===== src/rtl/cam_cfg_pkg.sv =====
// Shared types and constants for the camera register-configuration sequencer.
package cam_cfg_pkg;

  localparam int unsigned DATA_W = 32;
  localparam int unsigned CNT_W  = 16;

  typedef enum logic [3:0] {
    ST_PWR,
    ST_GAP,
    ST_XFER,
    ST_CHECK,
    ST_FAIL,
    ST_DLY,
    ST_NEXT,
    ST_DONE,
    ST_ERR
  } cfg_state_e;

  // One table entry: SLV=[31:24], REG=[23:8], VAL=[7:0]
  typedef struct packed {
    logic [7:0]  slv;
    logic [15:0] reg_addr;
    logic [7:0]  val;
  } cfg_entry_t;

  localparam logic [7:0] DELAY_TAG = 8'hFF;
  localparam logic       ACK_OK    = 1'b0;

  function automatic logic is_delay(cfg_entry_t e);
    return e.slv == DELAY_TAG;
  endfunction

endpackage


===== src/rtl/i2c_reg_config_if.sv =====
// Table, i2c_com handshake and status signals of the configuration sequencer.
interface i2c_reg_config_if
  import cam_cfg_pkg::*;
#(
  parameter int unsigned IDX_W = 8
);
  logic              reconfig;
  logic [IDX_W-1:0]  lut_index;
  logic [DATA_W-1:0] lut_data;
  logic [DATA_W-1:0] i2c_data;
  logic              start;
  logic              tr_end;
  logic              ack;
  logic              cfg_done;
  logic              cfg_error;

  modport master (
    input  reconfig, lut_data, tr_end, ack,
    output lut_index, i2c_data, start, cfg_done, cfg_error
  );

  modport slave (
    output reconfig, lut_data, tr_end, ack,
    input  lut_index, i2c_data, start, cfg_done, cfg_error
  );
endinterface


===== src/rtl/i2c_reg_config.sv =====
// Walks the camera register table, hands each write to i2c_com, retries NACKs/timeouts
// and executes in-table delay entries; reports cfg_done or cfg_error.
module i2c_reg_config
  import cam_cfg_pkg::*;
#(
  parameter int unsigned LUT_SIZE     = 256,
  parameter int unsigned POWER_DLY    = 400,
  parameter int unsigned GAP_CYCLES   = 4,   // must be >= 2: latch first, branch on the latch
  parameter int unsigned XFER_TIMEOUT = 63,
  parameter int unsigned MAX_RETRY    = 3,
  parameter int unsigned DELAY_UNIT   = 20
) (
  input  logic        clock_i2c,
  input  logic        camera_rst,
  i2c_reg_config_if.master bus
);

  localparam int unsigned IDX_W = (LUT_SIZE > 1) ? $clog2(LUT_SIZE) : 1;
  localparam int unsigned RTY_W = (MAX_RETRY > 0) ? $clog2(MAX_RETRY + 1) : 1;

  localparam logic [CNT_W-1:0] PWR_LAST  = CNT_W'(POWER_DLY - 1);
  localparam logic [CNT_W-1:0] GAP_LAST  = CNT_W'(GAP_CYCLES - 1);
  localparam logic [CNT_W-1:0] XFER_LAST = CNT_W'(XFER_TIMEOUT - 1);
  localparam logic [IDX_W-1:0] IDX_LAST  = IDX_W'(LUT_SIZE - 1);
  localparam logic [RTY_W-1:0] RTY_MAX   = RTY_W'(MAX_RETRY);

  cfg_state_e       state_q;
  logic [CNT_W-1:0] cnt_q;        // cycles spent in the current state
  logic [RTY_W-1:0] retry_q;
  logic [IDX_W-1:0] idx_q;
  cfg_entry_t       data_q;
  logic             start_q;
  logic             ack_q;
  logic             done_q;
  logic             err_q;

  logic [CNT_W-1:0] dly_len_c;
  logic             dly_over_c;

  // Delay entries: value[7:0] units, a zero value leaves after a single cycle
  assign dly_len_c  = CNT_W'(data_q.val) * CNT_W'(DELAY_UNIT);
  assign dly_over_c = (cnt_q + CNT_W'(1)) >= dly_len_c;

  always_ff @(posedge clock_i2c or posedge camera_rst) begin
    if (camera_rst) begin
      state_q <= ST_PWR;
      cnt_q   <= '0;
      retry_q <= '0;
      idx_q   <= '0;
      data_q  <= '0;
      start_q <= 1'b0;
      ack_q   <= 1'b1;
      done_q  <= 1'b0;
      err_q   <= 1'b0;
    end else if (bus.reconfig) begin
      // Restart from entry 0; any in-flight result is dropped
      state_q <= ST_GAP;
      cnt_q   <= '0;
      retry_q <= '0;
      idx_q   <= '0;
      start_q <= 1'b0;
      done_q  <= 1'b0;
      err_q   <= 1'b0;
    end else begin
      start_q <= 1'b0;
      cnt_q   <= cnt_q + CNT_W'(1);
      unique case (state_q)
        ST_PWR: begin
          if (cnt_q == PWR_LAST) begin
            state_q <= ST_GAP;
            cnt_q   <= '0;
          end
        end
        ST_GAP: begin
          data_q <= bus.lut_data;
          if (cnt_q == GAP_LAST) begin
            cnt_q <= '0;
            if (is_delay(data_q)) begin
              state_q <= ST_DLY;
            end else begin
              state_q <= ST_XFER;
              start_q <= 1'b1;
            end
          end
        end
        ST_XFER: begin
          start_q <= 1'b1;
          if (bus.tr_end) begin
            ack_q   <= bus.ack;
            state_q <= ST_CHECK;
            start_q <= 1'b0;
            cnt_q   <= '0;
          end else if (cnt_q == XFER_LAST) begin
            state_q <= ST_FAIL;
            start_q <= 1'b0;
            cnt_q   <= '0;
          end
        end
        ST_CHECK: begin
          state_q <= (ack_q == ACK_OK) ? ST_NEXT : ST_FAIL;
          cnt_q   <= '0;
        end
        ST_FAIL: begin
          cnt_q <= '0;
          if (retry_q < RTY_MAX) begin
            retry_q <= retry_q + RTY_W'(1);
            state_q <= ST_GAP;
          end else begin
            err_q   <= 1'b1;
            state_q <= ST_ERR;
          end
        end
        ST_DLY: begin
          if (dly_over_c) begin
            state_q <= ST_NEXT;
            cnt_q   <= '0;
          end
        end
        ST_NEXT: begin
          retry_q <= '0;
          cnt_q   <= '0;
          if (idx_q == IDX_LAST) begin
            done_q  <= 1'b1;
            state_q <= ST_DONE;
          end else begin
            idx_q   <= idx_q + IDX_W'(1);
            state_q <= ST_GAP;
          end
        end
        ST_DONE, ST_ERR: begin
          cnt_q <= '0;
        end
        default: begin
          state_q <= ST_ERR;
          err_q   <= 1'b1;
        end
      endcase
    end
  end

  assign bus.lut_index = idx_q;
  assign bus.i2c_data  = data_q;
  assign bus.start     = start_q;
  assign bus.cfg_done  = done_q;
  assign bus.cfg_error = err_q;

endmodule

===== src/flat_wrapper.sv =====
// flat-port wrapper written by rule: the top's interface ports become plain ports
module i2c_reg_config_flat import cam_cfg_pkg::*;
#(
  parameter int unsigned LUT_SIZE     = 256,
  parameter int unsigned POWER_DLY    = 400,
  parameter int unsigned GAP_CYCLES   = 4,                                                    
  parameter int unsigned XFER_TIMEOUT = 63,
  parameter int unsigned MAX_RETRY    = 3,
  parameter int unsigned DELAY_UNIT   = 20
)
  (clock_i2c, camera_rst, bus_reconfig, bus_lut_data, bus_tr_end, bus_ack, bus_lut_index, bus_i2c_data, bus_start, bus_cfg_done, bus_cfg_error);
  i2c_reg_config_if bus_i ();
  input  logic clock_i2c;
  input  logic camera_rst;
  input wire logic [$bits(bus_i.reconfig)-1:0] bus_reconfig;
  input wire logic [$bits(bus_i.lut_data)-1:0] bus_lut_data;
  input wire logic [$bits(bus_i.tr_end)-1:0] bus_tr_end;
  input wire logic [$bits(bus_i.ack)-1:0] bus_ack;
  output wire logic [$bits(bus_i.lut_index)-1:0] bus_lut_index;
  output wire logic [$bits(bus_i.i2c_data)-1:0] bus_i2c_data;
  output wire logic [$bits(bus_i.start)-1:0] bus_start;
  output wire logic [$bits(bus_i.cfg_done)-1:0] bus_cfg_done;
  output wire logic [$bits(bus_i.cfg_error)-1:0] bus_cfg_error;
  assign bus_i.reconfig = bus_reconfig;
  assign bus_i.lut_data = bus_lut_data;
  assign bus_i.tr_end = bus_tr_end;
  assign bus_i.ack = bus_ack;
  assign bus_lut_index = bus_i.lut_index;
  assign bus_i2c_data = bus_i.i2c_data;
  assign bus_start = bus_i.start;
  assign bus_cfg_done = bus_i.cfg_done;
  assign bus_cfg_error = bus_i.cfg_error;
  i2c_reg_config #(.LUT_SIZE(LUT_SIZE), .POWER_DLY(POWER_DLY), .GAP_CYCLES(GAP_CYCLES), .XFER_TIMEOUT(XFER_TIMEOUT), .MAX_RETRY(MAX_RETRY), .DELAY_UNIT(DELAY_UNIT)) u_core (.clock_i2c(clock_i2c), .camera_rst(camera_rst), .bus(bus_i));
endmodule

===== config.mk =====
export PLATFORM = sky130hd
export DESIGN_NAME = i2c_reg_config_flat
export DESIGN_NICKNAME = d
export VERILOG_FILES = /design/src/rtl/cam_cfg_pkg.sv /design/src/rtl/i2c_reg_config_if.sv /design/src/rtl/i2c_reg_config.sv /design/src/flat_wrapper.sv
export SDC_FILE = /design/constraint.sdc
export NUM_CORES = 1
export LEC_CHECK = 0
export BUFFER_PORTS_ARGS = -buffer_cell sky130_fd_sc_hd__clkbuf_2
export CORE_ASPECT_RATIO = 0.6
export CORE_MARGIN = 4
export CORE_UTILIZATION = 45
export DETAILED_ROUTE_END_ITERATION = 16
export GPL_ROUTABILITY_DRIVEN = 0
export PLACE_DENSITY = 0.79
export SLEW_MARGIN = 20
export SYNTH_ARGS = -nofsm -noshare
export SYNTH_HDL_FRONTEND = slang
export SYNTH_SLANG_ARGS = --single-unit

===== constraint.sdc =====
create_clock -name clock_i2c -period 5.1 [get_ports clock_i2c]
set_input_delay 0.255 -clock clock_i2c [delete_from_list [all_inputs] [get_ports clock_i2c]]
set_output_delay 0.255 -clock clock_i2c [all_outputs]
set_load 0.01 [all_outputs]

==> run_results.csv, run 1 <==
group,metric,value,unit
setup_path,crit_family,"compound AO/OA/AOI/OAI gates",
placement,port_buffers,79,
routing,wl_per_cell,15.7,um
timing,fin_skew,0.00718,ns
synth,synth.top_cell.area_share,43.3,%
setup_path,cp_data_arrival_time,4.13,ns
synth,syn_inst,347,
synth,synth_top_area_cell,"dfrtp_1",
job,maxCapViolCount,0,
setup_path,cp_slowest_cell,"o21ai_2",
routing,ant_nets,0,
timing,fmax,256,MHz
floorplanning,initial_utilization,46.9,%
floorplanning,core_area,8010,um2
synth,syn_nets,412,
status,status,"complete, no violations",
cts,clock_sinks,66,
routing,drc,0,
synth,ys.flop_type,"dfrtp_1",
floorplanning,die_x,126,um
layout,ff_latch_area,1650,um2
synth,syn_avg_cell_area,10.8,um2
pwr,powerDensity,572,nW/um2
pwr,switching_share,37.5,%
layout,drive_above_1_share,34.9,%
pwr,p_leak,2.23,nW
placement,dpl_cell_area,4250,um2
setup_path,crit_path_end_kind,"register",
min_path,hold_path_class,"in -> reg",
routing,firstDrtPassIters,4,
synth,ys_warn_count,0,
routing,drt_wl_total,8480,um
floorplanning,fp.dieH,78.8,um
cts,cts_tree,"yes",
setup_path,crit_chain,"ha_1 > ha_1 > fa_1 > a21oi_1 > nor2_1 > nor2_1 > o21bai_1 > a21oi_1 > xor2_1 > ha_1 > nand2_1 > nor3_1 > a22o_1 > nor4b_4 > o21ai_2 > and2b_1",
setup_path,cp.required,5.33,ns
placement,dpl_worst_slack,1.19,ns
synth,ys_types,53,
setup_path,crit_fanout,13,
layout,syn_to_final_growth,22.2,%
grt,grt_pass1_vias,2946,
synth,syn-cell-area,3760,um2
timing,relSlewSlack,49.5,%
cts,clock_latency,0.33,ns
timing,min_period,3.90,ns
routing,drtIter0Drc,146,
timing,finalHoldViolations,0,
floorplanning,pin_count,80,
cts,postCtsSetupRepairBufs,0,
cts,clkTransAtPathRegs,0.06,ns
pwr,seqPwrFrac,30.9,%
synth,async_flop_share,100,%
setup_path,crit_type,"reg -> reg",
synth,synth_edf_count,0,
timing,tightest_slew,0.757,ns
setup_path,rrSetupSlack,1.20,ns
pwr,p_clk_share,26.3,%
layout,fill_cells,701,
grt,grtUsageTotal,18.2,%
grt,grt_max_degree,39,
timing,rsz0062_at_grt,"false",
grt,antenna_found_initial,0,
pwr,p_total,2.63,mW
cts,cts-root-buf,"clkbuf_16",
grt,overflow,0,
pwr,intPower,1.64,mW
timing,fin_ws,1.20,ns
pwr,worst_ir_drop_vdd,0.365,mV
timing,final_max_slew_viol_count,0,
setup_path,cp-start-kind,"register",
timing,fin_crit_sh,76.5,%
layout,antenna_cells,0,
setup_path,crit_top_cell,"ha_1",
cts,htree_levels,3,
timing,setup-violations-final,0,
setup_path,max_stage_delay,0.61,ns
placement,post-dp-hpwl,6410,um
layout,fin_area,4590,um2
pwr,comb_power_share,42.8,%
synth,ys_top_cells_by_area,"dfrtp_1 43%, mux2_2 9.9%, ha_1 9.0%, xnor2_1 3.7%, nor2_1 3.4%",
synth,yosysSeqAreaShare,44.0,%
routing,viasPerCell,5.35,
cts,clockBufferDepth,2,
cts,cts_buffers,9,
timing,fin_setup_tns,0,ns
setup_path,worst-path-buf-inv,0,
floorplanning,rows,25,
grt,grt_pass1_wl,14400,um
layout,nets,493,
layout,multi_input_area,2000,um2
cts,cts_resized,0,
routing,vias,2897,
synth,synth-seq-cells,66,
pwr,switching_power,0.986,mW
floorplanning,die_area,9930,um2
cts,postCtsHoldBufs,1,
cells in the mapped netlist, types with 3 or more instances:
master / count
o21ai_0: 10
and3_1: 4
mux2i_1: 5
mux2_2: 33
a21o_1: 4
nand3_1: 10
nor2b_2: 6
nand4_1: 8
xor2_1: 11
dfrtp_1: 65
buf_2: 6
nor2_1: 34
nor3_1: 4
ha_1: 27
nor4_1: 5
and2b_1: 3
a21oi_1: 13
xnor2_1: 16
nand2_1: 21
nor2b_1: 4
inv_1: 13
nand2b_1: 3
clkbuf_1: 5
through the flow:
| stage | std cells | hold WS [ns] | util, % |
|---|---|---|---|
| 6_report | 541 | 0.132 | 57.4 |
| 5_1_grt | 541 | 0.146 | 57.4 |
| 4_1_cts | 541 | 0.123 | 57.4 |
| 3_5_place_dp | 524 | 0.345 | 53.1 |
| 3_3_place_gp | 524 | 0.328 | 53.1 |
| 2_1_floorplan | 347 | 0.372 | - |
path summary, 6_finish.rpt:
kind,cells past startpoint,endpoint,from
max in group asynchronous,4,u_core.ack_q$_DFFE_PP1P_,camera_rst
setup / recovery,16,u_core.cnt_q[3]$_DFF_PP0_,u_core.bus.i2c_data[3]$_DFFE_PP0P_
hold / removal,3,u_core.bus.i2c_data[1]$_DFFE_PP0P_,bus_lut_data[1]
min in group asynchronous,3,u_core.bus.i2c_data[21]$_DFFE_PP0P_,camera_rst
setup reg to reg,16,u_core.cnt_q[3]$_DFF_PP0_,u_core.bus.i2c_data[3]$_DFFE_PP0P_
hold reg to reg,2,u_core.bus.cfg_error$_DFFE_PP0P_,u_core.bus.cfg_error$_DFFE_PP0P_
placed cells by master (no fill, tap or decap), drive strengths merged, types with 10 or more instances in the layout:
cell type  Yosys  routed
nand2         21      21
inv           13      17
ha            27      27
nand3         10      10
a21oi         13      13
dfrtp         65      65
nor2b         11      11
xnor2         16      16
mux2          33      33
xor2          11      11
nor2          34      34
o21ai         11      11
clkbuf         5      89
nand4         10      10
sequential cells by signal, summed over array words and instances, names as in the netlist:
register              cells
u_core.bus.i2c_data      32
u_core.cnt_q             16
u_core.bus.lut_index      8
u_core.state_q            4
u_core.retry_q            2
u_core.ack_q              1
u_core.bus.cfg_done       1
u_core.bus.cfg_error      1
u_core.bus.start          1
worst reg2reg max path, stage by stage, from the launching register on:
cell and delay, ns:
dfrtp_1 0.41, ha_1 0.29, ha_1 0.23, fa_1 0.42
a21oi_1 0.17, nor2_1 0.06, nor2_1 0.17, o21bai_1 0.09
a21oi_1 0.19, xor2_1 0.09, ha_1 0.28, nand2_1 0.08
nor3_1 0.20, a22o_1 0.20, nor4b_4 0.07, o21ai_2 0.61
and2b_1 0.27
metal layers:
layer,part of all wire [%],global-route usage [%]
met1,46,24.7
met2,43,26.0
met4,1.4,6.21
met3,8.9,7.66
met5,0,0
area by class of cell:
type / instances / area share, %
multi-input cells: 256 / 43.6
clock inverters: 6 / 2.07
flip-flops and latches: 66 / 36.0
well taps: 108 / 2.94
inverters: 13 / 1.06
clock buffers: 10 / 5.20
repair buffers: 82 / 9.15
power groups by stage:
stage / clock network [mW] / logic (mW) / registers, mW
floorplan: 0 / 0.742 / 0.842
global placement: 0 / 1.06 / 0.809
detailed placement: 0 / 1.13 / 0.817
CTS: 0.701 / 1.14 / 0.811
global route: 0.728 / 1.27 / 0.837
finish: 0.691 / 1.13 / 0.812
cell families (layout without fill, tap and decap cells):
family                     count (synthesis)  after routing  share of synthesized area, %
and+or+nand+nor                          120            120                          18.6
xor gates and xnor gates                  27             27                          6.29
adders and majority gates                 28             28                          9.52
AOI/OAI and AO/OA                         43             43                          7.49
muxes                                     38             38                          11.2
DFF                                       66             66                          44.0
buffers and inverters                     25            111                          2.90
Note: power is estimated with default switching activity, not from simulation.
==> run 2, diff against run 1 <==
--- a/config.mk
+++ b/config.mk
@@ -5,13 +5,14 @@
 export SDC_FILE = /design/constraint.sdc
 export NUM_CORES = 1
 export LEC_CHECK = 0
+export ABC_AREA = 1
 export BUFFER_PORTS_ARGS = -buffer_cell sky130_fd_sc_hd__clkbuf_2
 export CORE_ASPECT_RATIO = 0.6
 export CORE_MARGIN = 4
 export CORE_UTILIZATION = 45
 export DETAILED_ROUTE_END_ITERATION = 16
 export GPL_ROUTABILITY_DRIVEN = 0
-export PLACE_DENSITY = 0.79
+export PLACE_DENSITY = 0.81
 export SLEW_MARGIN = 20
 export SYNTH_ARGS = -nofsm -noshare
 export SYNTH_HDL_FRONTEND = slang
==> constraint.sdc (replaced) <==
create_clock -name clock_i2c -period 3.2 [get_ports clock_i2c]
set_input_delay 0.16 -clock clock_i2c [delete_from_list [all_inputs] [get_ports clock_i2c]]
set_output_delay 0.16 -clock clock_i2c [all_outputs]
set_load 0.01 [all_outputs]
==> run_results.csv, run 2 <==
group,metric,value,unit
grt,grtUsageTotal,19.0,%
synth,async_flop_share,100,%
min_path,hold_path_class,"in -> async",
floorplanning,core_area,8100,um2
layout,largest_register_ffs,32,
synth,syn_nets,512,
floorplanning,initial_utilization,47.4,%
routing,viasPerCell,5.14,
layout,nets,605,
status,violations,"negative setup slack",
routing,firstDrtPassIters,5,
timing,finalHoldViolations,0,
routing,drt-met1-wl,4170,um
routing,drtIter0Drc,221,
grt,overflow,0,
cts,htree_levels,3,
routing,vias,3358,
pwr,p_clk_share,21.2,%
setup_path,rrSetupSlack,-0.05,ns
status,status,"complete, but fails checks",
synth,ys_top_cells_by_area,"dfrtp_1 42%, ha_1 8.8%, mux2_2 8.5%, nand2_1 7.9%, inv_1 6.1%",
routing,met3_length,1040,um
synth,yosysSeqAreaShare,43.0,%
routing,drc,0,
floorplanning,rows,25,
job,maxCapViolCount,0,
timing,setup-violations-final,20,
grt,grt_pass1_wl,15200,um
timing,fin_crit_sh,102,%
synth,synth_most_common_cell,"nand2_1",
setup_path,max_stage_delay,0.41,ns
synth,syn_inst,447,
synth,syn-cell-area,3840,um2
cts,cts_buffers,9,
synth,synth_edf_count,0,
pwr,worst_ir_drop_vdd,0.591,mV
pwr,switching_share,40.3,%
synth,syn_avg_cell_area,8.60,um2
setup_path,crit_chain,"ha_4 > ha_4 > fa_2 > nand3_2 > nand3_2 > a21oi_2 > nor2_1 > nor2_1 > xor2_1 > ha_1 > nand2_1 > nor2_1 > nor3_1 > nand2_1 > nand2_2 > nand3_4 > buf_4 > nand4_1 > nand2_1",
grt,antenna_found_initial,0,
timing,fin_setup_tns,-0.430,ns
timing,relSlewSlack,38.7,%
timing,fmax,308,MHz
floorplanning,pin_count,80,
grt,grt_pass1_vias,3244,
placement,post-dp-hpwl,6870,um
cts,clockBufferDepth,2,
timing,min_period,3.25,ns
cts,clock_sinks,66,
routing,route.met2.wl,4060,um
layout,final_common_cell,"clkbuf_2",
synth,ys_types,34,
layout,drive_above_1_share,33.2,%
synth,synth.top_cell.area_share,42.3,%
setup_path,cp_slowest_cell,"dfrtp_1",
placement,port_buffers,79,
setup_path,cp-start-kind,"register",
routing,wl_per_cell,14.4,um
layout,syn_to_final_growth,26.3,%
pwr,p_leak,2.44,nW
floorplanning,die_area,10100,um2
setup_path,crit_fanout,4,
pwr,comb_power_share,49.3,%
setup_path,crit_type,"reg -> reg",
setup_path,cp.required,3.41,ns
pwr,switching_power,1.75,mW
pwr,powerDensity,895,nW/um2
grt,grt_max_degree,44,
pwr,intPower,2.59,mW
setup_path,cp_data_arrival_time,3.46,ns
floorplanning,fp.dieH,79.6,um
synth,synth_top_area_cell,"dfrtp_1",
layout,layout_common_cells,"79 x clkbuf_2, 78 x nand2_1, 65 x dfrtp_1",
pwr,seqPwrFrac,29.4,%
timing,rsz0062_at_grt,"true",
synth,synth_top_cells_by_count,"81 x nand2_1, 65 x dfrtp_1, 62 x inv_1, 50 x nor2_1, 32 x nand3_1",
routing,ant_nets,0,
synth,ys.flop_type,"dfrtp_1",
routing,top_layer,"met4",
timing,tightest_slew,0.918,ns
pwr,p_total,4.35,mW
cts,cts-root-buf,"clkbuf_16",
timing,final_max_slew_viol_count,0,
cts,clkTransAtPathRegs,0.06,ns
synth,ys_warn_count,0,
timing,fin_ws,-0.0487,ns
synth,synth-seq-cells,66,
floorplanning,die_x,127,um
routing,drt_wl_total,9400,um
timing,fin_skew,0.00585,ns
setup_path,crit_path_end_kind,"register",
cts,clock_latency,0.34,ns
cts,cts_tree,"yes",
layout,antenna_cells,0,
==> run 2: cell types whose count changed after synthesis, moves of 6 or more <==
cell,delta
nor2_1,+16
inv_1,+49
xnor2_1,-11
nor2b_2,-6
nor2_2,+17
nand3_1,+22
nand2_1,+60
==> run 2: worst paths after layout <==
| path | from | to | cells past startpoint |
|---|---|---|---|
| max in group asynchronous | camera_rst | u_core.bus.i2c_data[9]$_DFFE_PP0P_ | 3 |
| min | camera_rst | u_core.bus.i2c_data[18]$_DFFE_PP0P_ | 2 |
| max | u_core.bus.i2c_data[3]$_DFFE_PP0P_ | u_core.state_q[1]$_DFFE_PP0P_ | 19 |
| max reg2reg | u_core.bus.i2c_data[3]$_DFFE_PP0P_ | u_core.state_q[1]$_DFFE_PP0P_ | 19 |
| min reg2reg | u_core.ack_q$_DFFE_PP1P_ | u_core.ack_q$_DFFE_PP1P_ | 2 |
| min in group clock_i2c | bus_lut_data[21] | u_core.bus.i2c_data[21]$_DFFE_PP0P_ | 2 |
==> run 2: cell families after synthesis <==
logic type / after synthesis / share of synthesized area [%]
and+or+nand+nor: 210 / 24.8
muxes: 29 / 8.50
adders and majority gates: 28 / 9.31
AOI/OAI and AO/OA: 32 / 4.39
xor gates and xnor gates: 12 / 2.73
buffers and inverters: 70 / 7.26
DFF: 66 / 43.0
==> run 2: cell type report <==
type	instances	area [um2]
well taps	108	135
repair buffers	89	474
inverters	62	233
flip-flops and latches	66	1650
fillers	671	3250
multi-input cells	312	2080
clock inverters	7	55.1
clock buffers	9	225
==> run 2: power by group through the flow <==
stage,registers (mW),logic (mW),clock network (mW)
after floorplan,1.34,1.21,0
after global placement,1.26,1.75,0
after detailed placement,1.28,1.81,0
after CTS,1.27,1.93,0.938
after global routing,1.32,2.42,0.976
final,1.28,2.14,0.922
==> run 2: per-stage QoR <==
step	std cells	hold slack [ns]	util [%]	instance area (um2)	setup slack, ns
2_1_floorplan	447	0.223	-	3840	0.145
3_5_place_dp	629	0.396	53.7	4350	-0.127
4_1_cts	648	0.0363	58.1	4710	0.00887
5_1_grt	653	0.0349	59.9	4850	-0.222
3_3_place_gp	629	0.387	53.7	4350	-0.00165
6_report	653	0.0116	59.9	4850	-0.0487
==> run 2: per-layer routing <==
| metal | track usage, % | vias to the layer above |
|---|---|---|
| met5 | 0 | - |
| met4 | 5.78 | 0 |
| met3 | 9.36 | 21 |
| met2 | 27.7 | 143 |
| met1 | 25.0 | 1561 |
| li1 | - | 1633 |
==> run 2: worst max-delay path, delay by kind of cell, from the launching register on <==
| kind | cells | cell delay [ns] |
|---|---|---|
| AO/OA/AOI/OAI | 1 | 0.12 |
| buffers and inverters | 1 | 0.17 |
| AND/OR/NAND/NOR | 12 | 1.17 |
| adder cells (fa/ha/maj) | 4 | 1.08 |
| XOR/XNOR | 1 | 0.17 |
| flip-flops | 1 | 0.41 |
==> run 2: what timing repair did <==
| item | CTS | global route |
|---|---|---|
| gates cloned | 1 | 0 |
| gates resized for setup | 12 | 18 |
| hold endpoints to repair | 0 | 0 |
| buffers inserted | 2 | 5 |
| pin swaps | 3 | 19 |
| endpoints found under the setup margin | 20 | 20 |
| hold buffers | 0 | 0 |
==> run 3, diff against run 2 <==
==> constraint.sdc (replaced) <==
create_clock -name clock_i2c -period 3.2 [get_ports clock_i2c]
set_input_delay 0.32 -clock clock_i2c [delete_from_list [all_inputs] [get_ports clock_i2c]]
set_output_delay 0.32 -clock clock_i2c [all_outputs]
set_load 0.01 [all_outputs]
==> run_results.csv, run 3 (same netlist as run 2, synthesis figures left out) <==
group,metric,value,unit
status,status,"complete, no violations",
timing,fin_setup_tns,0,ns
cts,clkTransAtPathRegs,0.06,ns
floorplanning,core_area,8100,um2
routing,drtIter0Drc,211,
timing,fin_ws,0.0244,ns
setup_path,crit_path_end_kind,"register",
setup_path,worst-path-buf-inv,0,
setup_path,max_stage_delay,0.41,ns
placement,dpl_worst_slack,-0.0797,ns
routing,viasPerCell,5.30,
timing,fin_crit_sh,99.2,%
timing,relSlewSlack,39.3,%
setup_path,crit_start,"u_core.bus.i2c_data[1]$_DFFE_PP0P_",
placement,dpl_cell_area,4360,um2
routing,drc,0,
cts,postCtsHoldBufs,0,
layout,layout_common_cells,"79 x clkbuf_2, 77 x nand2_1, 63 x dfrtp_1",
setup_path,crit_fanout,5,
placement,post-dp-hpwl,7220,um
floorplanning,fp.dieH,79.6,um
layout,drive_above_1_share,34.6,%
timing,hold_ws,0.109,ns
cts,clock_latency,0.34,ns
cts,cts_tree,"yes",
setup_path,cp-start-kind,"register",
setup_path,crit-reg2reg-launch,"u_core.bus.i2c_data[1]$_DFFE_PP0P_",
routing,ant_nets,0,
floorplanning,initial_utilization,47.4,%
floorplanning,die_area,10100,um2
setup_path,cp_data_arrival_time,3.39,ns
timing,fmax,315,MHz
timing,fin_skew,0.00772,ns
timing,final_max_slew_viol_count,0,
routing,drt_wl_total,10000,um
floorplanning,rows,25,
cts,cts-root-buf,"clkbuf_16",
setup_path,cp_slowest_cell,"dfrtp_1",
routing,wl_per_cell,15.3,um
grt,overflow,0,
pwr,p_leak,2.45,nW
setup_path,rr_worst_depth,20,
floorplanning,die_x,127,um
layout,antenna_cells,0,
grt,grt_pass1_wl,15800,um
placement,port_buffers,79,
grt,grt_max_degree,50,
setup_path,cp.required,3.41,ns
setup_path,crit_chain,"ha_4 > ha_4 > fa_2 > nand3_2 > nand3_2 > a21oi_2 > nor2_1 > nor2_1 > xor2_1 > ha_1 > nand2_2 > nor2_2 > nor3_2 > nand2_1 > nand2_2 > nand3_4 > nand2_4 > nand2_2 > nand2_1 > nand2_1",
pwr,worst_ir_drop_vdd,0.639,mV
routing,vias,3469,
timing,min_period,3.18,ns
cts,clockBufferDepth,2,
cts,htree_levels,3,
cts,clock_sinks,66,
grt,grtUsageTotal,19.7,%
layout,fin_area,4960,um2
job,maxCapViolCount,0,
floorplanning,pin_count,80,
layout,largest_register_ffs,32,
timing,finalHoldViolations,0,
min_path,hold_path_class,"in -> async",
setup_path,crit_type,"reg -> reg",
cts,cts_buffers,9,
layout,final_common_cell,"clkbuf_2",
grt,antenna_found_initial,0,
layout,syn_to_final_growth,29.0,%
timing,rsz0062_at_grt,"true",
timing,tightest_slew,0.910,ns
setup_path,crit_family,"simple AND/OR/NAND/NOR gates",
pwr,powerDensity,940,nW/um2
layout,nets,606,
setup_path,crit_cells,20,
grt,grt_pass1_vias,3325,
routing,firstDrtPassIters,5,
timing,setup-violations-final,0,
## run 3: stage by stage
stage	util (%)	instances	power, mW
finish	61.2	654	4.66
detailed placement	53.8	630	3.13
global placement	53.8	630	3.03
floorplan	-	447	2.55
global route	61.2	654	4.99
CTS	58.1	648	4.20
## run 3: worst reg2reg max path, cell delays in order (launching register included)
cell	delay, ns
dfrtp_1	0.41
ha_4	0.26
ha_4	0.16
fa_2	0.37
nand3_2	0.07
nand3_2	0.08
a21oi_2	0.13
nor2_1	0.04
nor2_1	0.13
xor2_1	0.17
ha_1	0.27
nand2_2	0.09
nor2_2	0.05
nor3_2	0.17
nand2_1	0.08
nand2_2	0.09
nand3_4	0.12
nand2_4	0.12
nand2_2	0.06
nand2_1	0.11
nand2_1	0.06
## run 3: repair_timing
item | in CTS | in global routing
buffers inserted | 1 | 6
gates cloned | 1 | 0
pin swaps | 0 | 15
endpoints found under the setup margin | 18 | 20
resized for setup | 6 | 37
endpoints found under the hold margin | 0 | 0
## run 3: final timing paths
path	slack, ns	to
worst max-delay path	0.02	u_core.state_q[0]$_DFFE_PP0P_
worst max register to register	0.02	u_core.state_q[0]$_DFFE_PP0P_
worst min-delay path	0.11	u_core.bus.i2c_data[17]$_DFFE_PP0P_
max in group asynchronous	2.30	u_core.ack_q$_DFFE_PP1P_
min in group clock_i2c	0.21	u_core.ack_q$_DFFE_PP1P_
worst min register to register	0.48	u_core.ack_q$_DFFE_PP1P_
## run 3: where the power goes
group	internal [mW]	total, mW	leakage, nW	switching, mW
registers	1.08	1.30	0.837	0.218
clock network	0.623	1.00	0.141	0.380
logic	1.10	2.36	1.47	1.26
total	2.80	4.66	2.45	1.86
## run 3: cell type report
class	count	area [um2]
clock buffer	10	239
clock inverter	6	66.3
fill	626	3140
inverter	62	234
multi-input combinational	312	2150
sequential	66	1660
tap	108	135
timing repair buffer	90	478
## run 3: layer usage
metal  track usage (%)  up-vias  wire length (um)
met2              29.0      159              4380
li1                  -     1635                 -
met5                 0        -                 0
met3              7.55       17              1010
met4              5.14        0               110
met1              27.2     1658              4530
